==> config.mk <==
export PLATFORM = sky130hd
export DESIGN_NAME = wb_stage_pipe
export DESIGN_NICKNAME = d
export VERILOG_FILES = /design/src/rtl/cpu_defs_pkg.sv /design/src/rtl/load_align.sv /design/src/rtl/wb_stage_pipe.sv
export SDC_FILE = /design/constraint.sdc
export NUM_CORES = 1
export LEC_CHECK = 0
export ABC_AREA = 1
export CAP_MARGIN = 20
export CORE_MARGIN = 2
export CORE_UTILIZATION = 46
export CTS_BUF_LIST = sky130_fd_sc_hd__clkbuf_4 sky130_fd_sc_hd__clkbuf_8
export CTS_CLUSTER_DIAMETER = 30
export DETAILED_ROUTE_END_ITERATION = 6
export GPL_TIMING_DRIVEN = 0
export PLACE_DENSITY = 0.93
export SYNTH_ARGS = -nofsm -noshare
export SYNTH_HDL_FRONTEND = slang
export SYNTH_SLANG_ARGS = --single-unit
==> constraint.sdc <==
create_clock -name clk -period 2.5 [get_ports clk]
set_clock_uncertainty 0.2 [all_clocks]
set_input_delay 0.5 -clock clk [delete_from_list [all_inputs] [get_ports clk]]
set_output_delay 0.5 -clock clk [all_outputs]
set_load 0.01 [all_outputs]
==> src/rtl/cpu_defs_pkg.sv <==
`default_nettype none
// ============================================================================
// Module      : cpu_defs_pkg
// Description : Shared core definitions: writeback source ids, load funct3 codes.
// Revision    : 1.0 - initial release
// ============================================================================
package cpu_defs_pkg;

    localparam int XLEN_DEF = 32;

    typedef enum logic [1:0] {
        WB_PC4 = 2'd0,
        WB_ALU = 2'd1,
        WB_DM  = 2'd2,
        WB_IMM = 2'd3
    } wb_sel_e;

    localparam logic [2:0] F3_LB  = 3'b000;
    localparam logic [2:0] F3_LH  = 3'b001;
    localparam logic [2:0] F3_LW  = 3'b010;
    localparam logic [2:0] F3_LD  = 3'b011;
    localparam logic [2:0] F3_LBU = 3'b100;
    localparam logic [2:0] F3_LHU = 3'b101;
    localparam logic [2:0] F3_LWU = 3'b110;

endpackage : cpu_defs_pkg
`default_nettype wire

==> src/rtl/load_align.sv <==
`default_nettype none
// ============================================================================
// Module      : load_align
// Description : Combinational load lane select, sign/zero extension and
//               misalignment detection.
// Revision    : 1.0 - initial release
// ============================================================================
module load_align
    import cpu_defs_pkg::*;
#(
    parameter int XLEN = XLEN_DEF
) (
    input  logic [XLEN-1:0] raw,
    input  logic [2:0]      funct3,
    input  logic [2:0]      addr_lo,
    output logic [XLEN-1:0] data,
    output logic            misalign
);

    localparam int c_LANEW = (XLEN == 64) ? 3 : 2;

    logic [c_LANEW-1:0] w_lane;
    logic [XLEN-1:0]    w_shift;

    assign w_lane  = addr_lo[c_LANEW-1:0];
    // Addressed byte is moved to lane 0 before extension.
    assign w_shift = raw >> {w_lane, 3'b000};

    always_comb begin
        data     = w_shift;
        misalign = 1'b0;
        case (funct3)
            F3_LB:  data = XLEN'($signed(w_shift[7:0]));
            F3_LBU: data = XLEN'(w_shift[7:0]);
            F3_LH: begin
                data     = XLEN'($signed(w_shift[15:0]));
                misalign = addr_lo[0];
            end
            F3_LHU: begin
                data     = XLEN'(w_shift[15:0]);
                misalign = addr_lo[0];
            end
            F3_LW: begin
                data     = XLEN'($signed(w_shift[31:0]));
                misalign = |addr_lo[1:0];
            end
            F3_LWU: begin
                data     = XLEN'(w_shift[31:0]);
                misalign = |addr_lo[1:0];
            end
            F3_LD:   misalign = |addr_lo;
            default: data = raw;
        endcase
    end

endmodule : load_align
`default_nettype wire

==> src/rtl/wb_stage_pipe.sv <==
`default_nettype none
// ============================================================================
// Module      : wb_stage_pipe
// Description : Registered writeback stage: source mux, load alignment,
//               MEM/WB register, forwarding bus and retire counter.
// Revision    : 1.0 - initial release
// ============================================================================
module wb_stage_pipe
    import cpu_defs_pkg::*;
#(
    parameter int XLEN     = XLEN_DEF,
    parameter int NSRC     = 4,
    parameter int SELW     = $clog2(NSRC),
    parameter int LOAD_IDX = WB_DM,
    parameter int CNTW     = 64
) (
    input  logic                 clk,
    input  logic                 rst_n,
    input  logic                 in_valid,
    output logic                 in_ready,
    input  logic                 stall,
    input  logic                 flush,
    input  logic [NSRC*XLEN-1:0] src_data,
    input  logic [SELW-1:0]      wb_sel,
    input  logic [4:0]           rd,
    input  logic                 rd_we,
    input  logic [2:0]           ld_funct3,
    input  logic [2:0]           ld_addr_lo,
    output logic                 rf_we,
    output logic [4:0]           rf_waddr,
    output logic [XLEN-1:0]      rf_wdata,
    output logic                 fwd_valid,
    output logic [4:0]           fwd_rd,
    output logic [XLEN-1:0]      fwd_data,
    output logic                 ld_misalign,
    output logic [CNTW-1:0]      retire_cnt
);

    logic [XLEN-1:0] w_src;
    logic [XLEN-1:0] w_ld_data;
    logic            w_ld_mis;
    logic            w_is_load;
    logic [XLEN-1:0] w_data;
    logic            w_misalign;
    logic            w_capture;

    logic            r_we;
    logic [4:0]      r_waddr;
    logic [XLEN-1:0] r_wdata;
    logic            r_misalign;
    logic [CNTW-1:0] r_cnt;

    // Out-of-range selects fall through to zero.
    always_comb begin
        w_src = '0;
        for (int i = 0; i < NSRC; i++) begin
            if (wb_sel == SELW'(i)) w_src = src_data[i*XLEN +: XLEN];
        end
    end

    load_align #(
        .XLEN (XLEN)
    ) u_load_align (
        .raw      (w_src),
        .funct3   (ld_funct3),
        .addr_lo  (ld_addr_lo),
        .data     (w_ld_data),
        .misalign (w_ld_mis)
    );

    assign w_is_load  = (wb_sel == SELW'(LOAD_IDX));
    assign w_data     = w_is_load ? w_ld_data : w_src;
    assign w_misalign = w_is_load & w_ld_mis;
    assign in_ready   = ~stall;
    assign w_capture  = in_valid & in_ready & ~flush;

    always_ff @(posedge clk or negedge rst_n) begin
        if (!rst_n) begin
            r_we       <= 1'b0;
            r_waddr    <= '0;
            r_wdata    <= '0;
            r_misalign <= 1'b0;
            r_cnt      <= '0;
        end else if (stall) begin
            // Hold the write; only the misalign pulse is dropped.
            r_misalign <= 1'b0;
        end else if (w_capture) begin
            r_we       <= rd_we & (rd != 5'd0) & ~w_misalign;
            r_waddr    <= rd;
            r_wdata    <= w_data;
            r_misalign <= w_misalign;
            r_cnt      <= r_cnt + CNTW'(1);
        end else begin
            r_we       <= 1'b0;
            r_waddr    <= '0;
            r_wdata    <= '0;
            r_misalign <= 1'b0;
        end
    end

    assign rf_we       = r_we;
    assign rf_waddr    = r_waddr;
    assign rf_wdata    = r_wdata;
    assign fwd_valid   = r_we;
    assign fwd_rd      = r_waddr;
    assign fwd_data    = r_wdata;
    assign ld_misalign = r_misalign;
    assign retire_cnt  = r_cnt;

endmodule : wb_stage_pipe
`default_nettype wire

* Word-level counts from Yosys, hierarchy flattened
Cells that the tools add are included.
** Cells by class
- Equal/unequal tests :: 9
- Bitwise gates (word level) :: 8
- Add/subtract/negate cells :: 1
- Reductions and logical operators :: 9
- Shift-type cells :: 1
- Mux-type cells :: 12
** Operators with widths (number)
- $mux W32 :: 6
- $pmux W32 S5 :: 1
- $add A64 B1 Y64 const B :: 1
- $shr A32 B5 Y32 :: 1
- $eq A3 B3 Y1 const B :: 3
- $eq A3 B2 Y1 const B :: 2
- $reduce_or A2 Y1 :: 3
- $reduce_or A3 Y1 :: 2
- $and A1 B1 Y1 :: 5
- $mux W5 :: 1
- $reduce_bool A5 Y1 :: 1
- $eq A2 B2 Y1 const B :: 2
- $eq A3 B1 Y1 const B :: 1
- $logic_not A3 Y1 :: 1
- $mux W1 :: 3
- $not A1 Y1 :: 3
- $pmux W1 S3 :: 1
- $eq A2 B1 Y1 const B :: 1
- $logic_not A2 Y1 :: 1
- $reduce_and A2 Y1 :: 1
** Word-level totals
- Logic and storage cells :: 45
- Output and inout port bits :: 142
- Input port bits :: 147
- Flip-flop bits (word level) :: 103

* Depth between registers and ports, before layout
- Depth in word-level cells :: 9
- Depth in mapped cells :: 13
- Gate-level depth less buffers :: 11

* By module
From an unflattened synthesis, not the netlist that was laid out.
** Second synthesis, totals
- Cell total of the unflattened synthesis :: 1213
- Area, all modules :: 7956.4 um^2
** Modules (own cells, without submodules)
- wb_stage_pipe :: cells an instance 974, sequential area each 2577.5 um^2, area an instance 6862.8 um^2, times used 1
- load_align :: cells an instance 239, sequential area each 0.0 um^2, area an instance 1093.5 um^2, times used 1

* Worst setup path before layout
OpenSTA, ideal clock, no wires.
- Kind :: register to register
- From :: reg r_cnt[0], in the netlist retire_cnt[0]
- To :: reg r_cnt[54], in the netlist retire_cnt[54]
- Arrival :: 1660 ps
- Library setup time :: 117 ps
- Slack :: 523 ps
- Path buffers :: 0
- Required time :: 2183 ps
- Clock period less this slack :: 1977 ps
- Stages on the path, launching flop included :: 11
- Cell sequence :: dfrtp_1 > ha_1 > nand3_2 > nor3_4 > nand4_4 > nor2_8 > nand2_4 > nor2_4 > nand2_1 > nand2_1 > nand2_1
** On the way
- Cells in the longest elaborated chain, start to end :: 1
** Ends and longest elaborated chain
- start: declaration :: line wb_stage_pipe.sv:51 : logic [CNTW-1:0] r_cnt;
- start signal: assignment :: line wb_stage_pipe.sv:92 : r_cnt <= r_cnt + CNTW'(1);
- $add A64 B1 Y64 :: line wb_stage_pipe.sv:92
Every way passes these cells.
A chain may end at the register's enable or synchronous reset.

* Worst setup path after layout
- From :: in stall
- To :: reg r_cnt[49], in the netlist retire_cnt[49]
** On the way
- Cells in the longest elaborated chain, start to end :: 4
** Ends and longest elaborated chain
- start: declaration :: line wb_stage_pipe.sv:21 : input logic stall,
- $not A1 Y1 (no line) (*)
- $and A1 B1 Y1 (2 in series) :: line wb_stage_pipe.sv:75 : assign w_capture = in_valid & in_ready & ~flush;
- $reduce_and A2 Y1 (no line) (*)
Mark *: on every way between the ends. The rest lies on a longest branch, timed or not.

==> metrics.txt <==
# TYPE chip_impl_metric gauge
chip_impl_metric{name="grt_pass1_vias",unit=""} 8714
chip_impl_metric{name="final_core_utilization",unit=""} 0.6864
chip_impl_metric{name="grt_antenna_before_repair",unit=""} 0
chip_impl_metric{name="synthDominantCellAreaShare",unit=""} 0.3437
chip_impl_metric{name="finalNetCount",unit=""} 1552
chip_impl_metric{name="path_depth",unit=""} 9
chip_impl_metric{name="worst-path-buf-inv",unit=""} 3
chip_impl_metric{name="postSynth.asyncResetShare",unit=""} 1.000
chip_impl_metric{name="grt_util_all_layers",unit=""} 0.3147
chip_impl_metric{name="drt-total-wl",unit="mm"} 27.76
chip_impl_metric{name="timing.final.setup_violations",unit=""} 0
chip_impl_info{name="timing.critical_path.from_type",value="input port"} 1
chip_impl_metric{name="timing.critical_path.arrival",unit="ns"} 2.48
chip_impl_metric{name="sequential_cell_area",unit="mm²"} 0.002577
chip_impl_metric{name="htree_num_levels",unit=""} 3
chip_impl_metric{name="portBuffers",unit=""} 286
chip_impl_metric{name="gr-total-overflow",unit=""} 0
chip_impl_info{name="root_buffer",value="clkbuf_8"} 1
chip_impl_metric{name="synth_sequential_area_ratio",unit=""} 0.3437
chip_impl_info{name="cts_tree",value="yes"} 1
chip_impl_metric{name="clock_tree.buffer_depth",unit=""} 2
chip_impl_info{name="critPathTopFamily",value="simple AND/OR/NAND/NOR gates"} 1
chip_impl_metric{name="post-route-min-period",unit="ns"} 2.408
chip_impl_metric{name="dieArea",unit="mm²"} 0.01734
chip_impl_metric{name="route.detailed.wl_per_inst",unit="µm"} 17.09
chip_impl_metric{name="number_of_nets_in_the_synthesized_netlist",unit=""} 1251
chip_impl_info{name="critical_path.cell_chain",value="clkdlybuf4s50_1 -> inv_1 -> nand2_1 -> clkinv_1 -> nand3_1 -> nor3_4 -> nand2_1 -> o21ai_0 -> nand2_1"} 1
chip_impl_metric{name="synth_enable_flop_cells",unit=""} 0
chip_impl_metric{name="via_cell_ratio",unit=""} 5.463
chip_impl_info{name="path_common_cell",value="nand2_1"} 1
chip_impl_info{name="synth_top_area_cell",value="dfrtp_1"} 1
chip_impl_metric{name="min_delay_path_depth",unit=""} 1
chip_impl_metric{name="yosys_register_bits",unit=""} 103
chip_impl_info{name="crit_path_end_kind",value="flop"} 1
chip_impl_metric{name="post_route_cells_drive_above_1_share",unit=""} 0.08304
chip_impl_info{name="timing.critical_path.slowest_stage_cell",value="clkdlybuf4s50_1"} 1
chip_impl_metric{name="dp.cells",unit=""} 1606
chip_impl_metric{name="area_growth_syn_to_layout",unit="%"} 45.38
chip_impl_metric{name="p_per_area",unit="mW/mm²"} 400.7
chip_impl_metric{name="cts_made_buffers",unit=""} 9
chip_impl_info{name="synth_top_cells_by_area",value="dfrtp_1 (34%), nand2_1 (18%), nand3_1 (7.1%), inv_1 (4.9%), buf_4 (4.4%)"} 1
chip_impl_metric{name="final.fill_count",unit=""} 1357
chip_impl_metric{name="cts_sinks",unit=""} 103
chip_impl_metric{name="synthesized_area",unit="mm²"} 0.007500
chip_impl_metric{name="crit_path_max_fanout",unit=""} 9
chip_impl_info{name="postSynth.topFlopCell",value="dfrtp_1"} 1
chip_impl_metric{name="max_slew_margin",unit=""} 0.6245
chip_impl_metric{name="core_area",unit="mm²"} 0.01589
chip_impl_metric{name="worst_slew_pin_slew",unit="ns"} 0.5632
chip_impl_metric{name="worst_path_largest_cell_delay",unit="ns"} 0.52
chip_impl_metric{name="vias",unit=""} 8877
chip_impl_metric{name="antenna-diode-count",unit=""} 0
chip_impl_info{name="grt_setup_unrepaired",value="false"} 1
chip_impl_metric{name="hpwlAfterDp",unit="mm"} 22.84
chip_impl_metric{name="place_congestion",unit=""} 0.9835
chip_impl_metric{name="clk_latency",unit="ns"} 0.38
chip_impl_metric{name="peakVddDrop",unit="V"} 0.0002568
chip_impl_metric{name="grt_start_max_net_pins",unit=""} 65
chip_impl_metric{name="postSynthCellCount",unit=""} 1103
chip_impl_metric{name="drtIter0Drc",unit=""} 751
chip_impl_metric{name="synthesis.area_per_instance",unit="µm²"} 6.799
chip_impl_metric{name="max_cap_viol_count",unit=""} 0
chip_impl_info{name="criticalPathCategory",value="in2reg"} 1
chip_impl_metric{name="clk_pin_slew",unit="ns"} 0.11
chip_impl_metric{name="post_synth_num_cell_types",unit=""} 40
chip_impl_metric{name="grt_first_pass_wirelength",unit="mm"} 43.77
chip_impl_metric{name="start_util",unit=""} 0.4721
chip_impl_metric{name="drt_pre_antenna_iters",unit=""} 6
chip_impl_metric{name="hold_viol_final",unit=""} 0
chip_impl_info{name="hp-class",value="reg2reg"} 1
chip_impl_metric{name="die_h",unit="µm"} 131.7
chip_impl_metric{name="multiInputGateArea",unit="mm²"} 0.004046
chip_impl_metric{name="finalNonFillerCells",unit=""} 1625
chip_impl_metric{name="io_pins",unit=""} 289
chip_impl_metric{name="timing.fmax",unit="MHz"} 415.2
chip_impl_metric{name="die-width",unit="µm"} 131.7
chip_impl_info{name="status",value="finished, final reports clean"} 1
chip_impl_metric{name="finalMaxSlewViolations",unit=""} 0
chip_impl_metric{name="finalPower",unit="µW"} 4369
chip_impl_metric{name="detailed_place.area",unit="mm²"} 0.01066
chip_impl_metric{name="final_cell_area",unit="mm²"} 0.01090
chip_impl_metric{name="power.leakage",unit="µW"} 0.005030
chip_impl_metric{name="detail_route.drc_violations",unit=""} 0
chip_impl_metric{name="critPathRequiredTime",unit="ns"} 2.57
chip_impl_metric{name="fp-row-count",unit=""} 46
chip_impl_metric{name="fraction_of_the_cycle_the_final_worst_path_needs",unit=""} 0.9633
chip_impl_metric{name="synth-warning-count",unit=""} 0
chip_impl_metric{name="rr_worst_depth",unit=""} 8
chip_impl_metric{name="route.antenna.remaining_nets",unit=""} 0
[cells by family after synthesis]
| family | count (synthesis) | share of synthesized area |
|---|---|---|
| flops | 103 | 0.3437 |
| xor+xnor | 55 | 0.06423 |
| compound gates | 116 | 0.08792 |
| simple gates | 646 | 0.3846 |
| fa+ha+maj | 1 | 0.001668 |
| buf+inv | 182 | 0.1180 |
[synthesized netlist by cell type (3+ instances only)]
master	number
and2_1	4
nand3_1	106
o21ai_0	55
xor2_1	31
inv_2	4
buf_4	44
a211oi_1	7
o211ai_1	14
nand2_1	359
clkbuf_1	19
inv_1	97
nand4_1	32
nor2_1	87
dfrtp_1	103
buf_2	11
nand3_2	4
buf_6	3
nor2_2	5
xnor2_1	24
nor3_2	6
nand2_2	5
nor4_1	5
nor3_1	17
nor2_4	4
a22oi_1	7
a21oi_1	30
[worst paths after layout]
kind,startpoint,endpoint,slack (ns)
setup / recovery,stall,retire_cnt[49],0.09
hold / removal,retire_cnt[51],retire_cnt[51],0.31
setup reg to reg,retire_cnt[2],retire_cnt[45],0.19
hold reg to reg,retire_cnt[51],retire_cnt[51],0.31
max in group asynchronous,rst_n,fwd_data[15],0.96
min in group asynchronous,rst_n,retire_cnt[22],0.44
[flip-flops by register name, summed over array words and instances (netlist names)]
signal	count
fwd_data	32
fwd_rd	5
fwd_valid	1
ld_misalign	1
retire_cnt	64
[stage by stage]
step / setup TNS, ns / setup slack (ns) / hold WS, ns
after floorplan: 0 / 0.5227 / 0.004409
after global placement: -329.91 / -3.050 / 0.2879
after detailed placement: -19.07 / -0.4713 / 0.2991
after CTS: 0 / 0.006593 / 0.3180
after global routing: 0 / 0.006271 / 0.3530
final: 0 / 0.09164 / 0.3135
[final cells by class]
class	instances	area share
inverters	103	0.03546
clock inverters	7	0.007344
multi-input cells	818	0.3711
repair buffers	290	0.2674
clock buffers	9	0.01136
well taps	216	0.02479
plain buffers	79	0.04613
flip-flops and latches	103	0.2364
[power by group]
group          total, µW  switching (µW)  internal [µW]  leakage (µW)
clock network       1110             636            476     0.0000968
logic               1320             619            698       0.00359
registers           1940             169           1770       0.00135
[metal layers]
metal / track usage / share of wire
met2: 0.5713 / 0.50
met3: 0.04668 / 0.082
met4: 0.1757 / 0.057
met5: 0 / 0
met1: 0.3517 / 0.36
[cell usage in the layout, fill, tap and decap left out, drive strengths merged]
cell and count:
xnor2 24, nor2 97, a31oi 1, or2 3, dfrtp 103, nor4 5
clkbuf 28, inv 104, nand3b 2, clkinvlp 2, nand4 33, xor2 31
a22o 2, o211ai 14, and3b 1, and2 5, clkdlybuf4s50 284, bufinv 1
nand2 366, ha 1, nor3 24, nand3 110, a22oi 7, buf 64
a21oi 30, dlymetal6s2s 1, o21ai 55, clkinv 3, a211oi 7, dlygate4sd3 1
[repair_timing]
| action | 4_1_cts | 5_1_grt |
|---|---|---|
| pin swaps | 0 | 2 |
| endpoints found under the hold margin | 39 | 0 |
| endpoints found under the setup margin | 9 | 29 |
| setup buffers | 0 | 2 |
| hold buffers | 1 | 0 |
| resized for setup | 2 | 10 |
Note: power is estimated with default switching activity, not from simulation.
